<file path="src/rtl/gray_code_pkg.sv">
// Shared types, constants and the binary-to-Gray helper for the Gray counter.
package gray_code_pkg;

  // Widest counter the helper function supports; callers zero-extend into it.
  localparam int unsigned MAX_SIZE = 32;

  // Reference fill constants; each counter narrows these to its own SIZE.
  localparam logic [MAX_SIZE-1:0] MAX_ZERO     = '0;
  localparam logic [MAX_SIZE-1:0] MAX_ALL_ONES = '1;

  // Per-cycle action chosen by the priority mux; reset is handled in the register.
  typedef enum logic [1:0] {
    OP_HOLD = 2'd0,
    OP_STEP = 2'd1,
    OP_LOAD = 2'd2
  } op_e;

  // Reflected binary Gray code of a zero-extended value.
  function automatic logic [MAX_SIZE-1:0] bin2gray(input logic [MAX_SIZE-1:0] b);
    return b ^ (b >> 1);
  endfunction

endpackage

</file>
<file path="src/rtl/binary_to_gray_ds.sv">
// Purely combinational SIZE-bit binary-to-Gray encoder.
module binary_to_gray_ds
  import gray_code_pkg::*;
#(
  parameter int unsigned SIZE = 4
) (
  input  logic [SIZE-1:0] bin,
  output logic [SIZE-1:0] gray
);

  // Widen into the helper's domain and narrow the result back to SIZE bits.
  always_comb begin
    gray = SIZE'(bin2gray(MAX_SIZE'(bin)));
  end

endmodule

</file>
<file path="src/rtl/gray_code_counter.sv">
// Registered binary-to-Gray encoder around a modulo-2^SIZE binary counter.
// Optional macro BIN_TO_GRAY_UPDOWN_EN adds the up port and decrement support;
// without it the counter increments only.
module gray_code_counter
  import gray_code_pkg::*;
#(
  parameter int unsigned SIZE = 4
) (
  input  logic            clk,
  input  logic            rst_n,
  input  logic            en,
`ifdef BIN_TO_GRAY_UPDOWN_EN
  input  logic            up,
`endif
  input  logic            load,
  input  logic [SIZE-1:0] load_bin,
  output logic [SIZE-1:0] bin,
  output logic [SIZE-1:0] gray,
  output logic            wrap
);

  localparam logic [SIZE-1:0] ZERO     = SIZE'(MAX_ZERO);
  localparam logic [SIZE-1:0] ALL_ONES = SIZE'(MAX_ALL_ONES);

  op_e             op;
  logic [SIZE-1:0] bin_nxt;
  logic [SIZE-1:0] gray_nxt;
  logic            wrap_nxt;

  // Priority decode below reset: load beats count enable, otherwise hold.
  always_comb begin
    op = OP_HOLD;
    if (load) begin
      op = OP_LOAD;
    end else if (en) begin
      op = OP_STEP;
    end
  end

  // Next binary value and boundary-crossing flag for the selected action.
  always_comb begin
    bin_nxt  = bin;
    wrap_nxt = 1'b0;
    case (op)
      OP_LOAD: begin
        bin_nxt = load_bin;
      end
      OP_STEP: begin
`ifdef BIN_TO_GRAY_UPDOWN_EN
        if (up) begin
          bin_nxt  = bin + 1'b1;
          wrap_nxt = (bin == ALL_ONES);
        end else begin
          bin_nxt  = bin - 1'b1;
          wrap_nxt = (bin == ZERO);
        end
`else
        bin_nxt  = bin + 1'b1;
        wrap_nxt = (bin == ALL_ONES);
`endif
      end
      default: begin
        bin_nxt  = bin;
        wrap_nxt = 1'b0;
      end
    endcase
  end

  // Gray is encoded from the next-state binary so both registers always agree.
  binary_to_gray_ds #(
    .SIZE(SIZE)
  ) u_enc (
    .bin  (bin_nxt),
    .gray (gray_nxt)
  );

  // Output registers with synchronous active-low reset taking top priority.
  always_ff @(posedge clk) begin
    if (!rst_n) begin
      bin  <= ZERO;
      gray <= ZERO;
      wrap <= 1'b0;
    end else begin
      bin  <= bin_nxt;
      gray <= gray_nxt;
      wrap <= wrap_nxt;
    end
  end

endmodule

</file>
<file path="config.mk">
export PLATFORM = sky130hd
export DESIGN_NAME = gray_code_counter
export DESIGN_NICKNAME = d
export VERILOG_FILES = /design/src/rtl/gray_code_pkg.sv /design/src/rtl/binary_to_gray_ds.sv /design/src/rtl/gray_code_counter.sv
export SDC_FILE = /design/constraint.sdc
export NUM_CORES = 1
export LEC_CHECK = 0
export ABC_CLOCK_PERIOD_IN_PS = 1700
export BUFFER_PORTS_ARGS = -buffer_cell sky130_fd_sc_hd__buf_2
export CORE_AREA = 8 8 45 47
export CTS_BUF_LIST = sky130_fd_sc_hd__clkbuf_2 sky130_fd_sc_hd__clkbuf_4 sky130_fd_sc_hd__clkbuf_8
export CTS_CLUSTER_SIZE = 30
export DETAILED_ROUTE_END_ITERATION = 10
export DIE_AREA = 0 0 53 55
export SLEW_MARGIN = 20
export SYNTH_ARGS = -nofsm -noshare
export SYNTH_HDL_FRONTEND = slang
export SYNTH_HIERARCHICAL = 1
export SYNTH_SLANG_ARGS = --single-unit
</file>
<file path="constraint.sdc">
create_clock -name clk -period 1.7 [get_ports clk]
set_input_delay 0.17 -clock clk [delete_from_list [all_inputs] [get_ports clk]]
set_output_delay 0.17 -clock clk [all_outputs]
set_load 0.02 [all_outputs]
</file>
==> metrics.txt, run 1 <==
status=finished, final reports clean; Yosys top cell area share=0.439; global-route wire length before repair=between 1 and 1.5 mm; R2R setup slack=roughly 290 ps; busiest metal layer after global routing=met2; Peak VDD IR=0.297 mV; Clock Tree Buf Depth=2; IO Count=17; CTS clk-pin slew, worst paths=60 ps; DRT antenna net count=0; total core area=approximately 1400 um2; Fill cells=150; fin crit share=0.829; final setup TNS=0 ps; Pleak=~0.26 nW; initial core utilization=0.297; worst path arrival time=1560 ps; Ys Warns=6; CTS Sinks=9; Layout area overhead=27.1%; number of hold-repair buffers added at the cts stage=0; main flop type after synthesis=dfxtp_1; Placement Cell Area=492 um2; non-filler cells, final=around 80; met3 usage in global routing=0.0321; Final setup viols=0; Min-Delay Path Class=primary input to flop; Worst setup startpoint=bin[0]; RSZ-0062 raised after global routing=false; total of max-cap violations=0; CP endpoint kind=flop; largest net degree at the start of global routing=11; I/O Buffers=16; Slew headroom=0.825; Seq/Total Area, Yosys=0.439; number of synthesized register bits=9; Initial DRC Count=10; R2R depth=6; Clk Latency, worst-skew pair=about 250 ps; Die Area=2920 um2; wire per inst=10.6 um; Final Cell Area=between 500 and 600 um2; Final Hold Viols=0; Post-synth EDFFs=0; gr ovfl total=0; Critical Path Sink=gray[2]; initial antenna violation count=0; GR met1 Demand/Resource=0.0674; Routed WL=823 um; # rows=14; vias per inst=around 4.4; fin nets=72; TritonCTS clock tree=built; DR pass1 iterations=2; synth top area cells=dfxtp_1 (44%), and2_1 (9.1%), xor2_1 (8.5%); Setup Skew=2.43 ps; WP data required=about 1900 ps; FMAX=710 MHz; Placed Cells=74; Total GRT Usage=0.0658; die width=around 53 um; detailed-route DRC error count=0; Yosys cell types=18; layout cells sized above 1=0.355; # diodes=0; H-tree levels=1; HPWL after detailed placement=approximately 660 um; CTS root buf=clkbuf_4; PostCTS Resize Cnt=0; Max FO, Critical Path=4; min Tclk post-route=1410 ps; Commonest cells post-synth=dfxtp_1 (9), and2_1 (6), nand2_1 (4), xor2_1 (4); cells after synthesis=44; number of CTS-inserted buffers=3; Worst-Margin Slew=around 260 ps; dpl ws=300 ps; via count=341; Pwr Total=roughly 510 uW; PD cells=986 nW/um2; largest area contributor in the synthesized netlist=dfxtp_1; crit start category=flop; post-CTS setup buffers=0; Final Worst Setup Slack=291 ps; most common cell in the netlist=dfxtp_1; capturing point of the worst reg2reg path=gray[2]; post-synthesis area per instance=approximately 9.3 um2; crit path kind=flop to flop; die span in y=55 um; RR Startpoint=bin[0]; Final Slew Violations=0; Mapped Nets=53; vias in the first global route=roughly 330; Final GP Congestion=0.768; GRT met2 Usage=0.0957; Async SR Flop Fraction=0; hold path start=load_bin[3]; Mapped Area=about 400 um2
-- worst min path at each step --
stage	endpoint	cells after the start
floorplan	bin[0]	1
global route	bin[2]	3
finish	bin[3]	3
detailed placement	bin[3]	3
CTS	bin[3]	3
global placement	bin[3]	3
-- layout make-up --
| cell class | count | area, um2 | area share |
|---|---|---|---|
| clock buffers | 4 | 30.0 | 0.0576 |
| inverters | 2 | 7.51 | 0.0144 |
| multi-input cells | 31 | 204 | 0.391 |
| flip-flops and latches | 9 | 180 | 0.345 |
| well taps | 16 | 20.0 | 0.0384 |
| repair buffers | 16 | 80.1 | 0.153 |
-- cells by family after synthesis --
logic type               after synthesis  share of synthesized area
flip-flops                             9                      0.439
XOR/XNOR                               5                      0.107
multiplexers                           2                     0.0488
buffers and inverters                  4                     0.0640
AO/OA/AOI/OAI                          7                      0.104
AND/OR/NAND/NOR                       16                      0.207
adder cells (fa/ha/maj)                1                     0.0305
-- power by group --
group | internal [mW] | switching, mW | total, mW
clock | 0.106 | 0.0708 | 0.177
combinational | 0.0418 | 0.0592 | 0.101
sequential | 0.228 | 0.00838 | 0.237
total | 0.376 | 0.138 | 0.515
-- worst max-delay path, stage by stage (launching register included) --
cell and delay (ps):
dfxtp_1 340, ha_1 220, nand2_1 80, xor2_1 200, o21ai_1 140, xor2_1 180, and2_1 150
-- registers in the layout (all words and copies together) (netlist names) --
name,flops
gray,4
bin,4
wrap,1
-- through the flow --
stage | util | hold WS [ps]
finish | 0.377 | 187
global placement | 0.355 | 435
CTS | 0.377 | 175
floorplan | - | 292
global route | 0.377 | 201
detailed placement | 0.355 | 449
-- cells in the final DEF, fill, tap and decap left out, types with 4 or more instances in the layout --
cell type / Yosys / routed
dfxtp_1: 9 / 9
and2_1: 6 / 6
clkbuf_4: 0 / 4
buf_2: 0 / 16
xor2_1: 4 / 4
nand2_1: 4 / 4
-- layer usage --
layer | wire length, um | share of wire
met4 | 19 | 0.023
met2 | 380 | 0.46
met3 | 89 | 0.11
met5 | 0 | 0
met1 | 333 | 0.40
Note: power is estimated with default switching activity, not from simulation.
==> run 2: changes to the inputs <==
Settings changed: ABC_AREA from default to 1, ABC_CLOCK_PERIOD_IN_PS 1700 to 1400.
Clock period 1.7 ns to 1.4 ns, I/O delays scaled along.
==> run 2 against run 1 <==
Against the previous run: critical path depth is 3 higher; combinational power is 28% higher; register-to-register slack worse by 180 ps; die area stayed put; maximum frequency is 9.7% higher; final area is 13% higher; synthesized cell count is 50% higher; largest power group unchanged.
==> metrics.txt, run 2 <==
vias in the first global route=458 (+40%); most common cell in the netlist=nand2_1; cells after synthesis=66 (+50%); total of max-cap violations=0 (unchanged); gr ovfl total=0 (unchanged); # rows=14 (unchanged); Mapped Area=452 um2 (+10%); number of CTS-inserted buffers=3 (unchanged); layout cells sized above 1=0.360 (+0.00563); Final setup viols=0 (unchanged); CTS Sinks=9 (unchanged); Flop pwr share=0.453 (-0.007); total core area=1380 um2 (unchanged); PD cells=1060 nW/um2 (+7.6%); DR pass1 iterations=2 (unchanged); detailed-route DRC error count=0 (unchanged); crit start category=flop; IO Count=17 (unchanged); WP data required=1600 ps (-250 ps); Post-synth EDFFs=0 (unchanged); number of synthesized register bits=9 (unchanged); largest family of logic cells by synthesized area=simple AND/OR/NAND/NOR gates; via count=452 (+33%); Layout area overhead=30.7%; Commonest cells post-synth=nand2_1 (26), inv_1 (14), dfxtp_1 (9); initial core utilization=0.326 (+0.0298); HPWL after detailed placement=774 um (+16%); clock group share of total power=0.341 (-0.003); I/O Buffers=16 (unchanged); Seq/Total Area, Yosys=0.399 (-0.0401); mux cell area share after synthesis=0 (-0.0488); Final GP Congestion=0.719 (-6.4%); post-synthesis area per instance=6.84 um2 (-27%); CTS root buf=clkbuf_4; worst path arrival time=1480 ps (-80 ps); Initial DRC Count=2 (-8); wire per inst=9.26 um (-12%); Routed WL=945 um (+15%); Yosys cell types=16 (-2); CTS clk-pin slew, worst paths=60 ps (about the same); largest registers=bin: 4 flops, gray: 4 flops, wrap: 1 flops; die width=53 um (unchanged); H-tree levels=1 (unchanged); Slew headroom=0.833 (+0.00810); simple-gate share of the synthesized area=0.385 (+0.178); FMAX=778 MHz (+9.7%); cell internal pwr=451 uW (+20%); Final Slew Violations=0 (unchanged); Gate power share=0.206 (+0.010); Async SR Flop Fraction=0 (unchanged); Pwr Total=627 uW (+22%); final setup TNS=0 ps (unchanged); most common cell after layout, fill and taps aside=nand2_1; largest net degree at the start of global routing=8 (-3); min Tclk post-route=1280 ps (-124 ps); post-CTS setup buffers=0 (unchanged); global-route wire length before repair=1.70 mm (+26%); die span in y=55 um (unchanged); Pleak=0.363 nW (+38%); Total GRT Usage=0.0767 (+0.0110); vias per inst=4.43 (+1.4%); initial antenna violation count=0 (unchanged); Adder-Cell Fraction of Synth Area=0.0277 (-0.00279); Post-Synth XOR/XNOR Area=0 (-0.107); Clock Tree Buf Depth=2 (unchanged); Peak VDD IR=0.395 mV (+33%); status=finished, final reports clean; number of hold-repair buffers added at the cts stage=0 (unchanged); Clk Latency, worst-skew pair=250 ps (about the same); main flop type after synthesis=dfxtp_1; synth top area cells=dfxtp_1 (40%), nand2_1 (22%), inv_1 (12%); # diodes=0 (unchanged); switching share of power=0.280 (+0.0114); CP endpoint kind=flop; most frequent cells in the layout=nand2_1 (25), buf_2 (16), inv_1 (13), dfxtp_1 (8), clkbuf_4 (4); sw power=176 uW (+27%); Ys Warns=6 (unchanged); Setup Skew=6.14 ps (+3.70 ps); fin crit share=0.918 (+0.0888); largest area contributor in the synthesized netlist=dfxtp_1; fin nets=96 (+33%); Worst-Margin Slew=251 ps (-10.4 ps); Mapped Nets=75 (+42%); Max FO, Critical Path=5 (+1); Compound-Gate Fraction of Synth Area=0.0554 (-0.0483); RSZ-0062 raised after global routing=false; crit path kind=flop to flop; TritonCTS clock tree=built; DRT antenna net count=0 (unchanged); Die Area=2920 um2 (unchanged); Final Hold Viols=0 (unchanged); Yosys top cell area share=0.399 (-0.0401); Min-Delay Path Class=primary input to flop
run 2: final timing paths:
path / from / end / slack (ps) / cells past startpoint
min reg2reg: bin[3] / wrap / 500 / 2
max: bin[1] / gray[1] / 120 / 9
max reg2reg: bin[1] / gray[1] / 120 / 9
min: rst_n / bin[1] / 160 / 3
run 2: power by group through the flow:
stage	clock network [mW]	registers (mW)	logic (mW)
2_1_floorplan	0	0.312	0.0614
3_3_place_gp	0	0.289	0.127
3_5_place_dp	0	0.289	0.128
4_1_cts	0.219	0.283	0.129
5_1_grt	0.243	0.286	0.146
6_report	0.214	0.284	0.129
run 2: stage by stage:
| stage | utilization | std cells | setup slack, ps | instance area [um2] | hold WS (ps) |
|---|---|---|---|---|---|
| final | 0.427 | 102 | 115 | 591 | 158 |
| after floorplan | - | 66 | 50.6 | 452 | 233 |
| after detailed placement | 0.399 | 98 | 81.9 | 552 | 428 |
| after global routing | 0.427 | 102 | 35.2 | 591 | 157 |
| after CTS | 0.420 | 102 | 44.5 | 582 | 166 |
| after global placement | 0.399 | 98 | 114 | 552 | 422 |
run 2: area by class of cell:
cell class / count / area (um2)
inverter: 14 / 52.6
sequential: 9 / 181
timing repair buffer: 17 / 87.6
clock buffer: 4 / 30.0
multi-input combinational: 42 / 219
fill: 152 / 793
tap: 16 / 20.0
run 2: worst max-delay path, cell delays in order, from the launching register on:
cell,delay [ps]
dfxtp_2,340
ha_1,180
or2_2,280
nand3_2,80
nand2_2,80
inv_2,80
nand2_1,50
nand2_1,50
nand2_1,50
inv_1,40
run 2: cells by family (layout without fill, tap and decap cells):
family,Yosys count,after routing
flops,9,9
compound gates,4,4
fa+ha+maj,1,1
buf+inv,15,35
simple gates,37,37
run 2: what timing repair did:
action | 4_1_cts | 5_1_grt
endpoints found under the hold margin | 0 | 0
endpoints found under the setup margin | 0 | 2
gates resized for setup | 0 | 4
run 2: layer usage:
layer | share of wire | vias up | global-route usage
met2 | 0.57 | 5 | 0.154
li1 | - | 237 | -
met5 | 0 | - | 0
met4 | 0.020 | 0 | 0.0388
met1 | 0.37 | 208 | 0.0658
met3 | 0.046 | 2 | 0.0241
